### config.mk
export PLATFORM = sky130hd
export DESIGN_NAME = data_in_packer_flat
export DESIGN_NICKNAME = d
export VERILOG_FILES = /design/src/rtl/data_in_packer_if.sv /design/src/rtl/data_in_packer.sv /design/src/flat_wrapper.sv
export SDC_FILE = /design/constraint.sdc
export NUM_CORES = 2
export LEC_CHECK = 0
export CAP_MARGIN = 20
export CORE_AREA = 2 2 416 418
export CTS_BUF_LIST = sky130_fd_sc_hd__clkbuf_4 sky130_fd_sc_hd__clkbuf_8 sky130_fd_sc_hd__clkbuf_16
export DETAILED_ROUTE_END_ITERATION = 12
export DIE_AREA = 0 0 418 420
export DONT_BUFFER_PORTS = 1
export HOLD_SLACK_MARGIN = 0.02
export SLEW_MARGIN = 20
export SYNTH_ARGS = -nofsm -noshare
export SYNTH_HDL_FRONTEND = slang
export SYNTH_SLANG_ARGS = --single-unit
### constraint.sdc
create_clock -name clk -period 3.2 [get_ports clk]
set_input_delay 0.32 -clock clk [delete_from_list [all_inputs] [get_ports clk]]
set_output_delay 0.32 -clock clk [all_outputs]
set_load 0.02 [all_outputs]
### src/rtl/data_in_packer_if.sv
// Byte-stream ingress and queue-FIFO write bundle for data_in_packer.
// master = upstream source plus FIFO side; slave = the packer.
interface data_in_packer_if #(
    parameter int DATA_WIDTH   = 8,
    parameter int DATAPACK_BIT = 1024,
    parameter int PRIORITY_BIT = 3,
    parameter int DATA_NUMBIT  = 7,
    parameter int ADDR_BIT     = 16
);
    logic                    i_valid;
    logic                    i_sop;
    logic                    i_eop;
    logic [DATA_WIDTH-1:0]   i_data;
    logic [PRIORITY_BIT-1:0] i_prior;
    logic [ADDR_BIT-1:0]     i_addr;
    logic                    o_ready;
    logic                    fifo_full;
    logic                    wr_ena;
    logic [DATAPACK_BIT-1:0] Queue_in;
    logic [DATA_NUMBIT-1:0]  data_num;
    logic                    o_err;

    modport master (
        output i_valid, i_sop, i_eop, i_data, i_prior, i_addr, fifo_full,
        input  o_ready, wr_ena, Queue_in, data_num, o_err
    );

    modport slave (
        input  i_valid, i_sop, i_eop, i_data, i_prior, i_addr, fifo_full,
        output o_ready, wr_ena, Queue_in, data_num, o_err
    );
endinterface

### src/rtl/data_in_packer.sv
// Packs an sop/eop-framed byte stream into one header-prefixed, zero-terminated datapack
// and writes it to the WRR queue FIFO. Optional counters: define DATA_IN_PACKER_STAT_EN.
module data_in_packer #(
    parameter int DATA_WIDTH   = 8,
    parameter int DATAPACK_BIT = 1024,
    parameter int PRIORITY_BIT = 3,
    parameter int DATA_NUMBIT  = 7,
    parameter int ADDR_BIT     = 16
) (
    input  logic              clk,
    input  logic              rst_n,
    data_in_packer_if.slave   bus
`ifdef DATA_IN_PACKER_STAT_EN
    ,
    output logic [15:0]       pkt_cnt,
    output logic [15:0]       drop_cnt
`endif
);

    localparam int IDX_W = $clog2(DATAPACK_BIT);

    typedef enum logic [1:0] {
        IDLE    = 2'd0,
        COLLECT = 2'd1,
        DROP    = 2'd2,
        FLUSH   = 2'd3
    } state_t;

    state_t                  state_r;
    state_t                  state_next_s;
    logic                    beat_s;
    logic                    zero_s;
    logic                    start_s;
    logic                    store_s;
    logic                    err_s;
    logic                    wr_ena_s;
    logic                    ready_r;
    logic                    err_r;
    logic [DATAPACK_BIT-1:0] queue_r;
    logic [DATA_NUMBIT-1:0]  num_r;
    logic [DATA_NUMBIT-1:0]  ptr_r;
    logic [IDX_W-1:0]        bit_idx_s;
    logic                    unused_addr_s;

    assign beat_s        = bus.i_valid && ready_r;
    assign zero_s        = (bus.i_data == {DATA_WIDTH{1'b0}});
    assign bit_idx_s     = {ptr_r, 3'b000};
    assign unused_addr_s = ^bus.i_addr[ADDR_BIT-1:4];

    // Next-state and per-beat control decode
    always_comb begin
        state_next_s = state_r;
        start_s      = 1'b0;
        store_s      = 1'b0;
        err_s        = 1'b0;
        wr_ena_s     = 1'b0;
        case (state_r)
            IDLE, COLLECT: begin
                if (beat_s) begin
                    if (bus.i_sop) begin
                        // a sop in COLLECT abandons the partial packet and restarts here
                        err_s = (state_r == COLLECT) || zero_s;
                        if (zero_s) begin
                            state_next_s = bus.i_eop ? IDLE : DROP;
                        end else begin
                            start_s      = 1'b1;
                            state_next_s = bus.i_eop ? FLUSH : COLLECT;
                        end
                    end else if (state_r == IDLE) begin
                        err_s        = 1'b1;
                        state_next_s = IDLE;
                    end else if (zero_s || (ptr_r == '0)) begin
                        // ptr at byte0 means the terminator slot would be overwritten
                        err_s        = 1'b1;
                        state_next_s = bus.i_eop ? IDLE : DROP;
                    end else begin
                        store_s      = 1'b1;
                        state_next_s = bus.i_eop ? FLUSH : COLLECT;
                    end
                end else begin
                    state_next_s = state_r;
                end
            end
            DROP: begin
                if (beat_s && bus.i_eop) begin
                    state_next_s = IDLE;
                end else begin
                    state_next_s = DROP;
                end
            end
            FLUSH: begin
                wr_ena_s = !bus.fifo_full;
                if (!bus.fifo_full) begin
                    state_next_s = IDLE;
                end else begin
                    state_next_s = FLUSH;
                end
            end
            default: begin
                state_next_s = IDLE;
            end
        endcase
    end

    // State register, ready and error pulse
    always_ff @(posedge clk or negedge rst_n) begin
        if (!rst_n) begin
            state_r <= IDLE;
            ready_r <= 1'b0;
            err_r   <= 1'b0;
        end else begin
            state_r <= state_next_s;
            ready_r <= (state_next_s != FLUSH);
            err_r   <= err_s;
        end
    end

    // Datapack assembly: header on sop, payload written downward from byte125
    always_ff @(posedge clk or negedge rst_n) begin
        if (!rst_n) begin
            queue_r <= '0;
            num_r   <= '0;
            ptr_r   <= '0;
        end else if (start_s) begin
            queue_r                       <= '0;
            queue_r[DATAPACK_BIT-1 -: 8]  <= {1'b1, {(7-PRIORITY_BIT){1'b0}}, bus.i_prior};
            queue_r[DATAPACK_BIT-9 -: 8]  <= {1'b1, 3'b000, bus.i_addr[3:0]};
            queue_r[DATAPACK_BIT-17 -: 8] <= bus.i_data;
            ptr_r                         <= DATA_NUMBIT'(124);
            num_r                         <= DATA_NUMBIT'(3);
        end else if (store_s) begin
            queue_r[bit_idx_s +: 8] <= bus.i_data;
            ptr_r                   <= ptr_r - DATA_NUMBIT'(1);
            num_r                   <= num_r + DATA_NUMBIT'(1);
        end else begin
            queue_r <= queue_r;
            ptr_r   <= ptr_r;
            num_r   <= num_r;
        end
    end

    assign bus.o_ready  = ready_r;
    assign bus.o_err    = err_r;
    assign bus.wr_ena   = wr_ena_s;
    assign bus.Queue_in = queue_r;
    assign bus.data_num = num_r;

`ifdef DATA_IN_PACKER_STAT_EN
    logic [15:0] pkt_cnt_r;
    logic [15:0] drop_cnt_r;

    // Written-packet and discarded-packet counters, free-running with wrap
    always_ff @(posedge clk or negedge rst_n) begin
        if (!rst_n) begin
            pkt_cnt_r  <= 16'd0;
            drop_cnt_r <= 16'd0;
        end else begin
            pkt_cnt_r  <= wr_ena_s ? (pkt_cnt_r + 16'd1) : pkt_cnt_r;
            drop_cnt_r <= err_r ? (drop_cnt_r + 16'd1) : drop_cnt_r;
        end
    end

    assign pkt_cnt  = pkt_cnt_r;
    assign drop_cnt = drop_cnt_r;
`endif

endmodule

### src/flat_wrapper.sv
// flat-port wrapper written by rule: the top's interface ports become plain ports
module data_in_packer_flat 
#(
    parameter int DATA_WIDTH   = 8,
    parameter int DATAPACK_BIT = 1024,
    parameter int PRIORITY_BIT = 3,
    parameter int DATA_NUMBIT  = 7,
    parameter int ADDR_BIT     = 16
)
  (clk, rst_n, bus_i_valid, bus_i_sop, bus_i_eop, bus_i_data, bus_i_prior, bus_i_addr, bus_fifo_full, bus_o_ready, bus_wr_ena, bus_Queue_in, bus_data_num, bus_o_err);
  data_in_packer_if #(.DATA_WIDTH(DATA_WIDTH), .DATAPACK_BIT(DATAPACK_BIT), .PRIORITY_BIT(PRIORITY_BIT), .DATA_NUMBIT(DATA_NUMBIT), .ADDR_BIT(ADDR_BIT)) bus_i ();
  input  logic clk;
  input  logic rst_n;
  input wire logic [$bits(bus_i.i_valid)-1:0] bus_i_valid;
  input wire logic [$bits(bus_i.i_sop)-1:0] bus_i_sop;
  input wire logic [$bits(bus_i.i_eop)-1:0] bus_i_eop;
  input wire logic [$bits(bus_i.i_data)-1:0] bus_i_data;
  input wire logic [$bits(bus_i.i_prior)-1:0] bus_i_prior;
  input wire logic [$bits(bus_i.i_addr)-1:0] bus_i_addr;
  input wire logic [$bits(bus_i.fifo_full)-1:0] bus_fifo_full;
  output wire logic [$bits(bus_i.o_ready)-1:0] bus_o_ready;
  output wire logic [$bits(bus_i.wr_ena)-1:0] bus_wr_ena;
  output wire logic [$bits(bus_i.Queue_in)-1:0] bus_Queue_in;
  output wire logic [$bits(bus_i.data_num)-1:0] bus_data_num;
  output wire logic [$bits(bus_i.o_err)-1:0] bus_o_err;
  assign bus_i.i_valid = bus_i_valid;
  assign bus_i.i_sop = bus_i_sop;
  assign bus_i.i_eop = bus_i_eop;
  assign bus_i.i_data = bus_i_data;
  assign bus_i.i_prior = bus_i_prior;
  assign bus_i.i_addr = bus_i_addr;
  assign bus_i.fifo_full = bus_fifo_full;
  assign bus_o_ready = bus_i.o_ready;
  assign bus_wr_ena = bus_i.wr_ena;
  assign bus_Queue_in = bus_i.Queue_in;
  assign bus_data_num = bus_i.data_num;
  assign bus_o_err = bus_i.o_err;
  data_in_packer #(.DATA_WIDTH(DATA_WIDTH), .DATAPACK_BIT(DATAPACK_BIT), .PRIORITY_BIT(PRIORITY_BIT), .DATA_NUMBIT(DATA_NUMBIT), .ADDR_BIT(ADDR_BIT)) u_core (.clk(clk), .rst_n(rst_n), .bus(bus_i));
endmodule
==> Implementation_results.wiki <==
{| class="wikitable"
! Metric !! Value
|-
| I/O Buffers || 0
|-
| Area added between synthesis and finish || 22.15%
|-
| Vias per cell || 5.314
|-
| Cell with the largest stage delay on the worst path || sky130_fd_sc_hd__or3b_1
|-
| Vias in the first global route || 29.62k
|-
| Global-route wire length before repair || 268600 microns
|-
| Top post-synthesis cells by area || sky130_fd_sc_hd__dfrtp_1 65%, sky130_fd_sc_hd__o2bb2ai_1 6.0%, sky130_fd_sc_hd__o21ai_0 5.3%
|-
| Worst-Margin Slew || 1171 ps
|-
| Post-Route Hold Slack || 98.57 ps
|-
| Top flip-flop cell by instance count after synthesis || sky130_fd_sc_hd__dfrtp_1
|-
| Height of the die || 420 microns
|-
| Clock-pin slew on the worst setup and hold paths || 70 ps
|-
| Portion of synthesized cell area occupied by the leading cell type || 65.16%
|-
| Pin count of the biggest net entering global routing || 239
|-
| Initial standard-cell utilization of the core || 23.40%
|-
| Fin util || 28.59%
|-
| Count of unique library cells instantiated by Yosys || 81
|-
| Synthesized area per cell || 11.81 sq um
|-
| GRT Overall Usage || 22.16%
|-
| Critical path data required time || 3820 ps
|-
| Final cycle utilization of the critical path || 97.07%
|-
| Slack of the worst reg-to-reg path || 90 ps
|-
| Clock Sink Count || 1042
|-
| Fin nets || 3600
|-
| Violated checks || DRC
|-
| Critical path capture point type || register
|-
| Run status || finished, violations left
|-
| Max Root-Sink Buffers || 3
|-
| Die boundary width || 418 microns
|-
| Boundary Pins || 1067
|-
| Seq cells post-synth || 1042
|-
| Setup clock skew after layout || 47.55 ps
|-
| Final setup vio count || 0
|-
| Worst setup slack before clock tree synthesis || -348.5 ps
|-
| Synthesized Nets || 3425
|-
| Antenna violations before repair || 30
|-
| Top post-synthesis cells by count || 1042 x sky130_fd_sc_hd__dfrtp_1, 423 x sky130_fd_sc_hd__o21ai_0, 418 x sky130_fd_sc_hd__nand2_1, 295 x sky130_fd_sc_hd__nand3_1, 276 x sky130_fd_sc_hd__o2bb2ai_1
|-
| Delay-heaviest family, CP || simple AND/OR/NAND/NOR gates
|-
| WL/cell || 34.44 microns
|-
| Gate count after technology mapping || 3387
|-
| CP bufs+invs || 3
|-
| Worst-case hold path end point || u_core.bus.Queue_in[478]
|-
| Count of warnings emitted by yosys || 0
|-
| Sequential share of the synthesized area || 65.16%
|-
| Worst path setup slack after routing || 93.66 ps
|-
| Reg power frac || 39.9%
|-
| Internal power || 0.02362 W
|-
| Worst reg2reg path endpoint || u_core.bus.Queue_in[302]
|-
| Layout filler cell count || 17.43k
|-
| Async set-or-reset flop fraction in the synthesized netlist || 100.0%
|-
| Number of pins exceeding their max-slew limit in the final report || 0
|-
| Number of standard cells in the final layout excluding fillers || 5893
|-
| Static leakage || 21.07 nW
|-
| DRC violations left || 3
|-
| Grt ovf || 0
|-
| Critical path class || reg2reg
|-
| Number of enable-type register cells in the synthesized netlist || 0
|-
| TritonCTS clock tree || yes
|-
| Wirelength, routed || 203000 microns
|-
| Number of vias in the routed layout || 31.32k
|-
| Switching share of power || 35.24%
|-
| Critical-path maximum fanout || 8
|-
| Final critical delay including setup and external delays || 3106 ps
|-
| Classification of the worst-slack hold path || in2reg
|-
| Launch instance of the worst min-delay path || bus_i_data[6]
|-
| Estimated wirelength of the detail-placed design || 143900 microns
|-
| Number of cells on the worst hold path || 3
|-
| Count of maximum capacitance violations || 0
|-
| Cell count after placement || 5635
|-
| PD cells || 746.2 mW/mm^2
|-
| Standard-cell rows || 152
|-
| Area of the mapped netlist || 0.04001 sq mm
|-
| Maximum level of the CTS H-tree || 3
|-
| Biggest cell delay along the critical path || 480 ps
|-
| Library cell appearing most often on the critical path || sky130_fd_sc_hd__buf_4
|-
| Clock root cell || sky130_fd_sc_hd__clkbuf_16
|-
| Maximum ir drop on the vdd rail || 0.0005473 V
|-
| Residual antenna-violating net count after detailed routing || 0
|-
| Most common cell in the synthesized netlist || sky130_fd_sc_hd__dfrtp_1
|-
| DRC violation total after the first TritonRoute iteration || 3459
|-
| Setup repair after global routing missed its margin || true
|-
| Headroom to the max-slew limit || 21.65%
|-
| Count of cells along the worst register-to-register path || 10
|-
| Worst Setup SP || u_core.ptr_r[0]
|-
| Maximum clock frequency || 0.3219 GHz
|-
| Net switching power of the design || 0.01285 W
|-
| Total core area || 0.1710 sq mm
|-
| Launch point of the worst reg-to-reg path || u_core.ptr_r[0]
|-
| First drt pass iteration count || 9
|-
| Clock latency at the later pin of the worst-skew pair || 780 ps
|-
| Setup TNS || 0 ps
|-
| Sort of element at the start of the critical path || register
|-
| Number of clock buffers inserted by TritonCTS || 113
|-
| Critical-path cell list || inv_1 -> ha_1 -> or3b_1 -> o21ai_4 -> nand2_2 -> buf_4 -> nor3_4 -> buf_4 -> a21oi_1 -> o2bb2ai_1
|-
| Clk pwr share || 38.5%
|-
| Placer congestion estimate || 0.9319
|-
| Floorplan die area || 0.1756 sq mm
|-
| Final hold vios || 0
|-
| Share of final-layout standard cells stronger than drive strength 1 || 16.51%
|-
| Crit path arrival time || 3730 ps
|-
| Combinational share of power || 21.6%
|-
| Biggest area consumer among synthesized cells || sky130_fd_sc_hd__dfrtp_1
|}
[cells by family after synthesis]
logic type | synth area share (%)
adder cells (fa/ha/maj) | 0.1563
buffers and inverters | 2.520
flip-flops | 65.16
AND/OR/NAND/NOR | 11.42
multiplexers | 0.4252
AO/OA/AOI/OAI | 20.14
XOR/XNOR | 0.1751
[routing by layer]
| layer | global-route usage [%] | vias up | part of all wire [%] |
|---|---|---|---|
| met3 | 6.086 | 355 | 9.1 |
| met5 | 0 | - | 0.028 |
| met4 | 9.802 | 8 | 4.6 |
| met2 | 35.67 | 1844 | 47 |
| li1 | - | 12820 | - |
| met1 | 27.72 | 16289 | 39 |
[worst max path at each step]
| stage | depth (start not counted) | to | slack (ps) |
|---|---|---|---|
| after floorplan | 11 | u_core.bus.Queue_in[806] | 170 |
| after global placement | 9 | u_core.bus.Queue_in[951] | -500 |
| after detailed placement | 9 | u_core.bus.Queue_in[951] | -350 |
| after CTS | 9 | u_core.bus.Queue_in[887] | 7 |
| after global routing | 10 | u_core.bus.Queue_in[174] | -5 |
| final | 10 | u_core.bus.Queue_in[302] | 90 |
[through the flow]
step                      power [W]  cell area (sq um)
after global placement      0.02233              44100
after detailed placement    0.02243              44140
after CTS                   0.03664              48640
after global routing        0.03763              48860
after floorplan             0.01791              40010
final                       0.03647              48880
[worst reg2reg max path: stages (launching register included)]
cell and delay (ps):
sky130_fd_sc_hd__dfrtp_1 390, sky130_fd_sc_hd__inv_1 90, sky130_fd_sc_hd__ha_1 210, sky130_fd_sc_hd__or3b_1 480, sky130_fd_sc_hd__o21ai_4 270, sky130_fd_sc_hd__nand2_2 180, sky130_fd_sc_hd__buf_4 250, sky130_fd_sc_hd__nor3_4 350
sky130_fd_sc_hd__buf_4 250, sky130_fd_sc_hd__a21oi_1 290, sky130_fd_sc_hd__o2bb2ai_1 220
[state kept, by name, indices dropped and copies added (netlist names)]
| register | cells |
|---|---|
| u_core.bus.Queue_in | 1024 |
| u_core.bus.data_num | 7 |
| u_core.ptr_r | 7 |
| u_core.state_r | 2 |
| u_core.bus.o_err | 1 |
| u_core.bus.o_ready | 1 |
[repair_timing]
action | 4_1_cts | 5_1_grt
hold endpoints to repair | 787 | 0
setup buffers | 4 | 4
cloned | 0 | 2
pin swaps | 2 | 3
resized for setup | 9 | 14
hold buffers | 32 | 0
setup endpoints to repair | 206 | 399
[power groups by stage]
stage	logic, W	clock network, W	registers, W
6_report	0.00788	0.0140	0.0146
5_1_grt	0.00829	0.0148	0.0146
4_1_cts	0.00785	0.0142	0.0146
3_5_place_dp	0.00762	0	0.0148
3_3_place_gp	0.00753	0	0.0148
2_1_floorplan	0.00336	0	0.0145
[cells in the final DEF, fill, tap and decap left out, types with 6 or more instances in the layout]
cell type,instances
sky130_fd_sc_hd__clkinv_2,15
sky130_fd_sc_hd__a21oi_2,10
sky130_fd_sc_hd__nor3_2,15
sky130_fd_sc_hd__clkbuf_8,19
sky130_fd_sc_hd__a32o_1,33
sky130_fd_sc_hd__a21oi_1,43
sky130_fd_sc_hd__diode_2,7
sky130_fd_sc_hd__a22o_1,161
sky130_fd_sc_hd__bufinv_16,11
sky130_fd_sc_hd__nand3_1,294
sky130_fd_sc_hd__o31ai_1,16
sky130_fd_sc_hd__o2bb2ai_1,276
sky130_fd_sc_hd__inv_1,9
sky130_fd_sc_hd__buf_16,8
sky130_fd_sc_hd__mux2i_1,17
sky130_fd_sc_hd__a31oi_1,29
sky130_fd_sc_hd__nor3_1,8
sky130_fd_sc_hd__nor3_4,9
sky130_fd_sc_hd__clkbuf_4,23
sky130_fd_sc_hd__nor2_1,48
sky130_fd_sc_hd__o21ai_0,420
sky130_fd_sc_hd__a31oi_2,17
sky130_fd_sc_hd__nor2_4,6
sky130_fd_sc_hd__nand2_1,410
sky130_fd_sc_hd__buf_4,224
sky130_fd_sc_hd__inv_6,8
sky130_fd_sc_hd__and2_1,32
sky130_fd_sc_hd__nand4_1,20
sky130_fd_sc_hd__dlygate4sd3_1,22
sky130_fd_sc_hd__or3_1,6
sky130_fd_sc_hd__clkbuf_16,115
sky130_fd_sc_hd__nand3_2,7
sky130_fd_sc_hd__nor2_2,6
sky130_fd_sc_hd__xor2_1,6
sky130_fd_sc_hd__o22ai_1,8
sky130_fd_sc_hd__nor2b_1,11
sky130_fd_sc_hd__nand2_2,13
sky130_fd_sc_hd__o21ai_1,88
sky130_fd_sc_hd__buf_12,34
sky130_fd_sc_hd__dfrtp_1,1042
[area by class of cell]
| type | instances | area, sq um | share of cell area [%] |
|---|---|---|---|
| Sequential cell | 1042 | 26080 | 53.35 |
| Multi-Input combinational cell | 2105 | 13120 | 26.84 |
| Clock buffer | 155 | 3262 | 6.673 |
| Timing Repair Buffer | 291 | 2864 | 5.859 |
| Tap cell | 2233 | 2794 | 5.716 |
| Clock inverter | 51 | 715.7 | 1.464 |
| Inverter | 9 | 33.78 | 0.06911 |
| Antenna cell | 7 | 17.52 | 0.03584 |
Note: power is estimated with default switching activity, not from simulation.
